[config.mk]
export PLATFORM = sky130hd
export DESIGN_NAME = instruction_fetch
export DESIGN_NICKNAME = d
export VERILOG_FILES = /design/src/rtl/instruction_fetch_pkg.sv /design/src/rtl/fetch_hold_buffer.sv /design/src/rtl/instruction_fetch.sv
export SDC_FILE = /design/constraint.sdc
export NUM_CORES = 1
export LEC_CHECK = 0
export ABC_AREA = 0
export CAP_MARGIN = 20
export CORE_ASPECT_RATIO = 0.8
export CORE_MARGIN = 2
export CORE_UTILIZATION = 40
export DETAILED_ROUTE_END_ITERATION = 8
export GPL_TIMING_DRIVEN = 0
export PLACE_DENSITY = 0.67
export SLEW_MARGIN = 20
export SYNTH_ARGS = -nofsm -noshare
export SYNTH_HDL_FRONTEND = slang
export SYNTH_SLANG_ARGS = --single-unit
[constraint.sdc]
create_clock -name clk -period 2.3 [get_ports clk]
set_input_delay 0.345 -clock clk [delete_from_list [all_inputs] [get_ports clk]]
set_output_delay 0.345 -clock clk [all_outputs]
set_load 0.03 [all_outputs]
[src/rtl/instruction_fetch_pkg.sv]
// instruction_fetch_types: shared fetch-stage types and constants
package instruction_fetch_types;
   typedef logic [63:0] double_word;
   typedef enum logic [1:0] {S_REQ, S_WAIT, S_FLUSH} fetch_state_e;
   localparam int INSTR_BYTES = 4;
endpackage

[src/rtl/fetch_hold_buffer.sv]
// fetch_hold_buffer: one-entry holding slot for a response that arrives while decode stalls
module fetch_hold_buffer (
   input  logic        clk,
   input  logic        rst,
   input  logic        load,
   input  logic        drain,
   input  logic        clear,
   input  logic [31:0] instr_in,
   input  logic [63:0] pc_in,
   output logic        valid,
   output logic [31:0] instr,
   output logic [63:0] pc
);
   always_ff @(posedge clk) begin
      if (rst) begin
         valid <= 1'b0;
         instr <= '0;
         pc    <= '0;
      end else if (clear) begin
         valid <= 1'b0;
      end else if (load) begin
         valid <= 1'b1;
         instr <= instr_in;
         pc    <= pc_in;
      end else if (drain) begin
         valid <= 1'b0;
      end
   end
endmodule

[src/rtl/instruction_fetch.sv]
// instruction_fetch: PC generation, one-at-a-time imem requests, stall hold and branch flush
module instruction_fetch
   import instruction_fetch_types::*;
#(
   parameter double_word RESET_PC = 64'h0
) (
   input  logic        clk,
   input  logic        rst,
   output logic        imem_req_valid,
   input  logic        imem_req_ready,
   output logic [63:0] imem_req_addr,
   input  logic        imem_resp_valid,
   input  logic [31:0] imem_resp_data,
   input  logic        stall_in,
   input  logic        branch_reset,
   input  logic [63:0] branch_target,
   output logic        pc_output_valid,
   output logic [31:0] instruction,
   output logic [63:0] instruction_pc
);
   fetch_state_e state, next_state;
   double_word   pc, req_pc, buf_pc;
   logic [31:0]  buf_instr;
   logic         buf_valid, req_fire, resp_take, in_flight;
   assign imem_req_valid = state == S_REQ && !buf_valid && !rst;
   assign imem_req_addr  = pc;
   assign req_fire       = imem_req_valid && imem_req_ready;
   assign resp_take      = state == S_WAIT && imem_resp_valid && !branch_reset;
   assign in_flight      = req_fire || (state != S_REQ && !imem_resp_valid);
   always_comb begin
      next_state = state;
      next_state = branch_reset ? (in_flight ? S_FLUSH : S_REQ) :
                   state == S_REQ ? (req_fire ? S_WAIT : S_REQ) :
                   imem_resp_valid ? S_REQ : state;
   end
   always_ff @(posedge clk) begin
      if (rst) state <= S_REQ;
      else     state <= next_state;
   end
   always_ff @(posedge clk) begin
      if (rst) begin
         pc              <= RESET_PC;
         req_pc          <= '0;
         pc_output_valid <= 1'b0;
         instruction     <= '0;
         instruction_pc  <= '0;
      end else begin
         if (req_fire) req_pc <= pc;
         if (branch_reset) begin
            pc              <= branch_target & ~double_word'(3);
            pc_output_valid <= 1'b0;
         end else begin
            if (resp_take) pc <= pc + double_word'(INSTR_BYTES);
            if (!stall_in) begin
               pc_output_valid <= buf_valid || resp_take;
               instruction     <= buf_valid ? buf_instr : resp_take ? imem_resp_data : instruction;
               instruction_pc  <= buf_valid ? buf_pc : resp_take ? req_pc : instruction_pc;
            end
         end
      end
   end
   fetch_hold_buffer u_hold (
      .clk      (clk),
      .rst      (rst),
      .load     (resp_take && stall_in),
      .drain    (buf_valid && !stall_in),
      .clear    (branch_reset),
      .instr_in (imem_resp_data),
      .pc_in    (req_pc),
      .valid    (buf_valid),
      .instr    (buf_instr),
      .pc       (buf_pc)
   );
endmodule
-- After elaboration in Yosys (flattened, before gate mapping)
Cells that the tools add are included.
- register bits: 324
- input port bits: 102
- output and inout bits: 162
- word-level logic and storage cells: 51
- $add $sub $neg: 1
- eq/ne operators: 1
- multiplexer cells: 13
- bitwise operators: 2
- reduce and logical (&&, ||, !) cells: 24
- operator list (operator ; number):
    $mux W64 ; 4
    $add A64 B3 Y64 const B ; 1
    $mux W32 ; 2
    $logic_and A1 B1 Y1 ; 8
    $mux W2 ; 4
    $reduce_bool A2 Y1 ; 4
    $logic_not A1 Y1 ; 5
    $mux W1 ; 3
    $reduce_and A3 Y1 ; 1
    $reduce_bool A3 Y1 ; 1
    $eq A2 B1 Y1 const B ; 1
    $logic_not A2 Y1 ; 1
    $logic_or A1 B1 Y1 ; 2
    $not A1 Y1 ; 2
    $reduce_and A2 Y1 ; 1
    $reduce_or A2 Y1 ; 1

-- Longest topological paths before layout
Gate-level depths: netlist (run 1).
- word-level depth: 7
- gate-level depth with buffers: 8
- gate-level depth less buffers: 6

-- Modules after synthesis
Synthesis (run 1) repeated with hierarchy kept, for this count alone.
- cell total of the unflattened synthesis: 1623
- area total of the unflattened synthesis: 14480.1 um^2
- modules (own cells, without submodules) (module ; times used ; cells an instance ; area each (um^2) ; sequential area each (um^2)):
    instruction_fetch ; 1 ; 1183 ; 10093.4 ; 4464.3
    fetch_hold_buffer ; 1 ; 440 ; 4386.7 ; 1941.9

-- Least setup slack after synthesis (run 1)
No wires, ideal clock.
- path type: flip-flop to flip-flop
- from: reg pc[2] (netlist: imem_req_addr[2])
- to: reg pc[62] (netlist: imem_req_addr[62])
- setup time: 0.091 ns
- arrival time: 2.543 ns
- data required time: 2.209 ns
- setup slack: -0.333 ns
- cell stages (with the launch flop): 8
- buffers on the path: 1
- clock period less this slack: 2.633 ns
- path through: dfxtp_1 -> ha_1 -> and3_1 -> nand4_2 -> or4b_1 -> buf_2 -> or4_1 -> a311oi_1
- word-level cells in the longest chain between the ends: 3
- ends and longest elaborated chain (what ; RTL line ; RTL):
    from (decl) ; instruction_fetch.sv:22 ; double_word pc, req_pc, buf_pc;
    from (signal assigned) ; instruction_fetch.sv:50 ; pc <= branch_target & ~double_word'(3);
    from (signal assigned) ; instruction_fetch.sv:53 ; if (resp_take) pc <= pc + double_word'(INSTR_BYTES);
    $add A64 B3 Y64 ; instruction_fetch.sv:53 ;
    $mux W64 ; instruction_fetch.sv:53 ;
    $mux W64 ; instruction_fetch.sv:49 ; if (branch_reset) begin
No other way between the ends. The select of a mux whose other input is x is not followed.
A chain may end at the register's enable or synchronous reset.

-- Worst setup path in the final report (run 1)
- from: reg pc[3] (netlist: imem_req_addr[3])
- to: reg pc[53] (netlist: imem_req_addr[53])
The elaborated chain is that of the path after synthesis.

==> results of run 1 <==
==> cell type report <==
cell class | count | share of cell area
Multi-Input combinational cell | 1125 | 0.357
Buffer | 119 | 0.0309
Clock buffer | 54 | 0.0588
Sequential cell | 316 | 0.353
Tap cell | 427 | 0.0294
Antenna cell | 2 | 0.000275
Clock inverter | 8 | 0.00378
Inverter | 13 | 0.00268
Timing Repair Buffer | 314 | 0.165
==> flip-flops by register name (all words and copies together), names as in the netlist <==
name	count
state	2
pc_output_valid	1
instruction_pc	62
req_pc	62
instruction	32
imem_req_addr	62
u_hold.instr	32
u_hold.valid	1
u_hold.pc	62
==> repair_timing <==
| action | CTS | global route |
|---|---|---|
| endpoints found under the hold margin | 0 | 0 |
| setup buffers | 36 | 21 |
| setup endpoints to repair | 243 | 121 |
| gates resized for setup | 77 | 35 |
| pin swaps | 13 | 16 |
==> critical path: stages, from the launching register on <==
cell      delay, ps
dfxtp_4         400
nand4_1         210
nor4_4          360
buf_4           180
nand4_1         220
buf_4           250
or4_1           390
a311oi_1        250
==> placed cells by master (no fill, tap or decap), types with 9 or more instances in the layout <==
| master | netlist | routed |
|---|---|---|
| clkbuf_16 | 0 | 37 |
| clkdlybuf4s50_1 | 0 | 254 |
| nor2_1 | 160 | 159 |
| buf_4 | 5 | 63 |
| xor2_1 | 13 | 13 |
| inv_1 | 13 | 13 |
| o21ai_0 | 20 | 20 |
| or4_1 | 11 | 10 |
| dfxtp_2 | 0 | 14 |
| clkbuf_8 | 0 | 9 |
| a311oi_1 | 26 | 23 |
| or3_1 | 18 | 16 |
| xnor2_1 | 17 | 17 |
| nand3_1 | 31 | 23 |
| clkbuf_1 | 108 | 84 |
| nor3_1 | 15 | 12 |
| dfxtp_1 | 316 | 282 |
| nand4_1 | 25 | 25 |
| mux2i_1 | 97 | 97 |
| nand2_1 | 340 | 339 |
| dfxtp_4 | 0 | 20 |
| a21oi_1 | 166 | 166 |
| clkbuf_2 | 0 | 24 |
| a211oi_1 | 115 | 115 |
==> how the worst min path moves through the flow <==
stage / start / endpoint / slack (ps) / depth (start not counted)
floorplan: u_hold.instr[0]$_SDFFE_PP0P_ / u_hold.instr[0]$_SDFFE_PP0P_ / 440 / 2
global placement: u_hold.instr[0]$_SDFFE_PP0P_ / u_hold.instr[0]$_SDFFE_PP0P_ / 440 / 2
detailed placement: u_hold.pc[11]$_SDFFE_PP0P_ / u_hold.pc[11]$_SDFFE_PP0P_ / 450 / 2
CTS: rst / imem_req_addr[63]$_SDFFE_PP0P_ / 220 / 4
global route: rst / imem_req_addr[63]$_SDFFE_PP0P_ / 240 / 4
finish: rst / imem_req_addr[63]$_SDFFE_PP0P_ / 240 / 4
==> kinds of logic (layout without fill, tap and decap cells) <==
kind of cell,Yosys count,in the layout
DFF,316,316
AOI/OAI and AO/OA,349,349
other,1,6
muxes,97,97
and+or+nand+nor,644,644
xor gates and xnor gates,30,30
buffers and inverters,136,508
adders and majority gates,1,1
==> power groups by stage <==
stage          Clock [mW]  Combinational (mW)  Sequential [mW]
2_1_floorplan           0               0.407             6.02
3_3_place_gp            0                1.11             5.91
3_5_place_dp            0                1.13             5.91
4_1_cts              5.62                1.20             5.77
5_1_grt              5.86                1.31             5.79
6_report             5.56                1.23             5.78
==> per-layer routing <==
layer / track usage / vias to the layer above / part of all wire
met4: 0.0801 / 2 / 0.030
met1: 0.363 / 6178 / 0.46
met3: 0.0481 / 88 / 0.079
met2: 0.379 / 486 / 0.43
met5: 0 / - / 0.00020
li1: - / 6204 / -
==> metrics by stage <==
stage | hold slack, ps | cell area (sq um) | util | total power [mW]
6_report | 238 | 18200 | 0.562 | 12.6
5_1_grt | 243 | 18200 | 0.562 | 13.0
4_1_cts | 220 | 18000 | 0.554 | 12.6
3_5_place_dp | 446 | 16300 | 0.504 | 7.04
3_3_place_gp | 440 | 16300 | 0.503 | 7.02
2_1_floorplan | 436 | 13200 | - | 6.43
==> results.sh, run 1 <==
export IMPL_layout_nets=2026
export IMPL_synth_ff_type="dfxtp_1"
export IMPL_clkTransAtPathRegs_ps=70
export IMPL_drive_above_1_share=0.114
export IMPL_cts_tree="built"
export IMPL_p_per_area_mw_per_mm2=691
export IMPL_min_period_ps=2330
export IMPL_ys_ff_latch=316
export IMPL_internal_power_mw=9.43
export IMPL_start_kind="register"
export IMPL_overflow=0
export IMPL_drt_iter0_markers=1002
export IMPL_clock_skew_ps=17.5
export IMPL_synthMuxAreaShare=0.0740
export IMPL_crit_start="imem_req_addr[3]$_SDFFE_PP0P_"
export IMPL_tightest_slew_ps=963
export IMPL_r2r_end="imem_req_addr[53]$_SDFFE_PP0P_"
export IMPL_rrSetupSlack_ps=-30
export IMPL_switching_share=0.250
export IMPL_clkPwrFrac=0.442
export IMPL_synth_common_cells="nand2_1, dfxtp_1, a21oi_1, nor2_1, a211oi_1"
export IMPL_synthAdderAreaFrac=0.000953
export IMPL_synth_top_family_by_area="simple AND/OR/NAND/NOR gates"
export IMPL_vias=13000
export IMPL_crit_fanout=7
export IMPL_fmaxAchievable_ghz=0.430
export IMPL_cts_root_buf="clkbuf_16"
export IMPL_numCtsBuffers=34
export IMPL_setup_tns_final_ps=-28.5
export IMPL_dieWidth_microns=207
export IMPL_syn_area_sq_mm=0.0131
export IMPL_relSlewSlack=0.358
export IMPL_synth_edf_count=0
export IMPL_layout_setup_ws_ps=-27.7
export IMPL_grt_pass1_wl_microns=67900
export IMPL_p_switching_mw=3.14
export IMPL_dieHeight_microns=166
export IMPL_synth_compound_area_share=0.167
export IMPL_violations="negative setup slack"
export IMPL_hold_viol=0
export IMPL_antenna_found_initial=3
export IMPL_fillers=2936
export IMPL_yosys_cell_types_count=47
export IMPL_cts_hold_fix_buffers=0
export IMPL_critPathCapture="imem_req_addr[53]$_SDFFE_PP0P_"
export IMPL_yosysMostFrequentCell="nand2_1"
export IMPL_r2r_cells=7
export IMPL_period_share=1.01
export IMPL_drc=0
export IMPL_leakagePower_nw=5.89
export IMPL_yosys_warnings=0
export IMPL_drv_slew=0
export IMPL_ios=264
export IMPL_stdcell_count=2378
export IMPL_grt_usage=0.252
export IMPL_dieArea_sq_mm=0.0343
export IMPL_htree_levels=2
export IMPL_synth_xor_area_frac=0.0200
export IMPL_routedWlPerCell_microns=18.8
export IMPL_pre_cts_slack_ps=-1670
export IMPL_cap_violations=0
export IMPL_initial_core_util=0.405
export IMPL_core_sq_mm=0.0324
export IMPL_syn_inst=1574
export IMPL_syn_to_final_growth_pct=38.7
export IMPL_hpwl_microns=32200
export IMPL_arrival_ps=2760
export IMPL_seq_area_frac_synth=0.482
export IMPL_status="finished, violations left"
export IMPL_p_comb_frac=0.098
export IMPL_grt_pass1_vias=12100
export IMPL_row_count=59
export IMPL_setup_violations=2
export IMPL_syn_avg_cell_area_sq_um=8.34
export IMPL_synthArstFlopShare=0
export IMPL_p_seq_frac=0.460
export IMPL_grt_setup_unrepaired="yes"
export IMPL_critPathRequiredTime_ps=2730
export IMPL_gp_congestion=0.840
export IMPL_drt_first_pass_iters=5
export IMPL_synth_area_leader_cell="dfxtp_1"
export IMPL_synth_top_area_share=0.482
export IMPL_seq_area_sq_mm=0.00642
export IMPL_ir_drop_uv=367
export IMPL_r2r_start="imem_req_addr[3]$_SDFFE_PP0P_"
export IMPL_grt_max_degree=15
export IMPL_cts_sinks=316
export IMPL_via_per_inst=5.45
export IMPL_dp_cells=2261
export IMPL_crit_type="register to register"
export IMPL_clk_latency_ps=520
export IMPL_ant_nets=0
export IMPL_synthSimpleGateAreaFrac=0.213
export IMPL_cts_buffer_depth=3
export IMPL_port_buffers=256
export IMPL_multi_input_area_sq_mm=0.00649
export IMPL_hold_path_class="input port to register"
export IMPL_drt_total_wl_microns=44800
export IMPL_synthTopCellsByArea="dfxtp_1, nand2_1, mux2i_1, a211oi_1, a21oi_1"
export IMPL_end_kind="register"
No activity file was read; power rests on OpenSTA's default activity.
==> run 2, diff against run 1 <==
--- a/config.mk
+++ b/config.mk
@@ -10,9 +10,11 @@
 export CORE_ASPECT_RATIO = 0.8
 export CORE_MARGIN = 2
 export CORE_UTILIZATION = 40
+export CTS_CLUSTER_SIZE = 20
 export DETAILED_ROUTE_END_ITERATION = 8
 export GPL_TIMING_DRIVEN = 0
 export PLACE_DENSITY = 0.67
+export REMOVE_ABC_BUFFERS = 1
 export SLEW_MARGIN = 20
 export SYNTH_ARGS = -nofsm -noshare
 export SYNTH_HDL_FRONTEND = slang
==> run 2 against run 1 <==
Against the previous run:
- the flow still finishes with violations (negative setup slack)
- sequential cell count did not move
- utilization is 0.22 points lower
- clock skew up 6.4 ps
- wire length down 8.2%
- die area stayed put
- sequential share of layout area up 0.12 points
- first-iteration DRC count decreased by 8.4%
- count of clock-buffer cells in the layout decreased by 4
- maximum frequency rose by 1.2%
- critical path depth down 1
- critical path type unchanged
- largest power group unchanged
==> results.sh, run 2 (synthesized netlist as in run 1, its figures left out) <==
export IMPL_status="finished, violations left"
export IMPL_violations="negative setup slack"
export IMPL_min_period_ps=2300
export IMPL_row_count=59
export IMPL_cts_tree="built"
export IMPL_grt_usage=0.234
export IMPL_drt_iter0_markers=918
export IMPL_syn_to_final_growth_pct=38.1
export IMPL_fillers=2921
export IMPL_p_per_area_mw_per_mm2=683
export IMPL_relSlewSlack=0.505
export IMPL_crit_type="register to register"
export IMPL_routedWlPerCell_microns=18.0
export IMPL_dieArea_sq_mm=0.0343
export IMPL_cts_hold_fix_buffers=0
export IMPL_grt_pass1_wl_microns=64100
export IMPL_drt_total_wl_microns=41100
export IMPL_hpwl_microns=25600
export IMPL_critPathRequiredTime_ps=2730
export IMPL_numCtsBuffers=34
export IMPL_period_share=1.00
export IMPL_ir_drop_uv=542
export IMPL_clk_latency_ps=520
export IMPL_fmaxAchievable_ghz=0.435
export IMPL_grt_pass1_vias=11600
export IMPL_start_kind="register"
export IMPL_vias=12300
export IMPL_antenna_found_initial=1
export IMPL_hold_path_class="input port to register"
export IMPL_dieHeight_microns=166
export IMPL_grt_max_degree=125
export IMPL_drv_slew=0
export IMPL_tightest_slew_ps=740
export IMPL_cts_root_buf="clkbuf_16"
export IMPL_gp_congestion=0.799
export IMPL_layout_setup_ws_ps=-0.522
export IMPL_crit_fanout=8
export IMPL_leakagePower_nw=5.82
export IMPL_drive_above_1_share=0.115
export IMPL_timing_hold_ws_ps=252
export IMPL_drt_first_pass_iters=5
export IMPL_hold_viol=0
export IMPL_htree_levels=2
export IMPL_dieWidth_microns=207
export IMPL_port_buffers=257
export IMPL_ant_nets=0
export IMPL_clock_skew_ps=23.9
export IMPL_initial_core_util=0.405
export IMPL_setup_violations=1
export IMPL_grt_setup_unrepaired="yes"
export IMPL_layout_nets=1929
export IMPL_via_per_inst=5.38
export IMPL_clkTransAtPathRegs_ps=60
export IMPL_overflow=0
export IMPL_arrival_ps=2730
export IMPL_setup_tns_final_ps=-0.522
export IMPL_cts_buffer_depth=3
export IMPL_mostFrequentLayoutCells="nand2_1, dfxtp_1, clkdlybuf4s50_1, a21oi_1, nor2_1"
export IMPL_cts_sinks=316
export IMPL_ios=264
export IMPL_drc=0
export IMPL_end_kind="register"
export IMPL_mostFrequentLayoutCell="nand2_1"
export IMPL_cap_violations=0
export IMPL_core_sq_mm=0.0324
run 2: cell count changes in the layout (fill, tap and decap cells not counted), moves of 4 or more:
cell / change
buf_16: +6
clkinv_2: +5
buf_12: +8
clkbuf_2: -24
buf_1: -4
buf_4: -16
clkbuf_1: -77
buf_6: +9
run 2: worst paths after layout:
kind,startpoint,cells past startpoint,to,slack (ps)
setup / recovery,state[1]$_SDFFE_PP0P_,6,imem_req_addr[62]$_SDFFE_PP0P_,-0.5
hold / removal,imem_resp_valid,3,state[1]$_SDFFE_PP0P_,250
setup reg to reg,state[1]$_SDFFE_PP0P_,6,imem_req_addr[62]$_SDFFE_PP0P_,-0.5
hold reg to reg,u_hold.instr[22]$_SDFFE_PP0P_,2,u_hold.instr[22]$_SDFFE_PP0P_,450
run 2: per-stage QoR:
stage	setup WS [ps]	power, mW	cells	utilization	cell area [sq um]
finish	-0.522	12.4	2279	0.559	18100
global route	-69.8	12.8	2278	0.559	18100
CTS	-2.60	12.5	2270	0.556	18000
detailed placement	-1410	6.97	2167	0.501	16200
global placement	-19170	6.97	2138	0.485	15700
floorplan	-11490	6.34	1454	-	12600
run 2: what timing repair did:
action | 4_1_cts | 5_1_grt
resized for setup | 93 | 17
gates cloned | 2 | 0
endpoints found under the setup margin | 277 | 101
buffers inserted | 41 | 10
pin swaps | 17 | 8
run 2: where the power goes:
group	internal (mW)	switching (mW)
combinational	0.492	0.633
clock	3.24	2.23
sequential	5.60	0.185
run 2: per-layer routing:
layer  vias to the layer above  share of wire  wire (microns)  track usage
li1                       6013              -               -            -
met1                      5847           0.46           19000        0.327
met2                       336           0.45           18600        0.367
met3                        54          0.068            2800       0.0508
met4                         0          0.019             784       0.0559
met5                         -              0               0            0
run 2: critical path: stages, from the launching register on:
cell and delay [ps]:
dfxtp_2 350, and3b_2 310, buf_12 120, nand4_4 120, or4b_4 590, or4_4 440, a311oi_2 280
run 2: layout make-up:
cell class	instances	area, sq um	share of cell area
inverter	13	56.3	0.00311
multi-input combinational	1127	6560	0.362
clock inverter	11	80.1	0.00442
tap	427	534	0.0295
antenna	1	2.50	0.000138
sequential	316	6410	0.354
clock buffer	50	1030	0.0571
timing repair buffer	334	3440	0.190
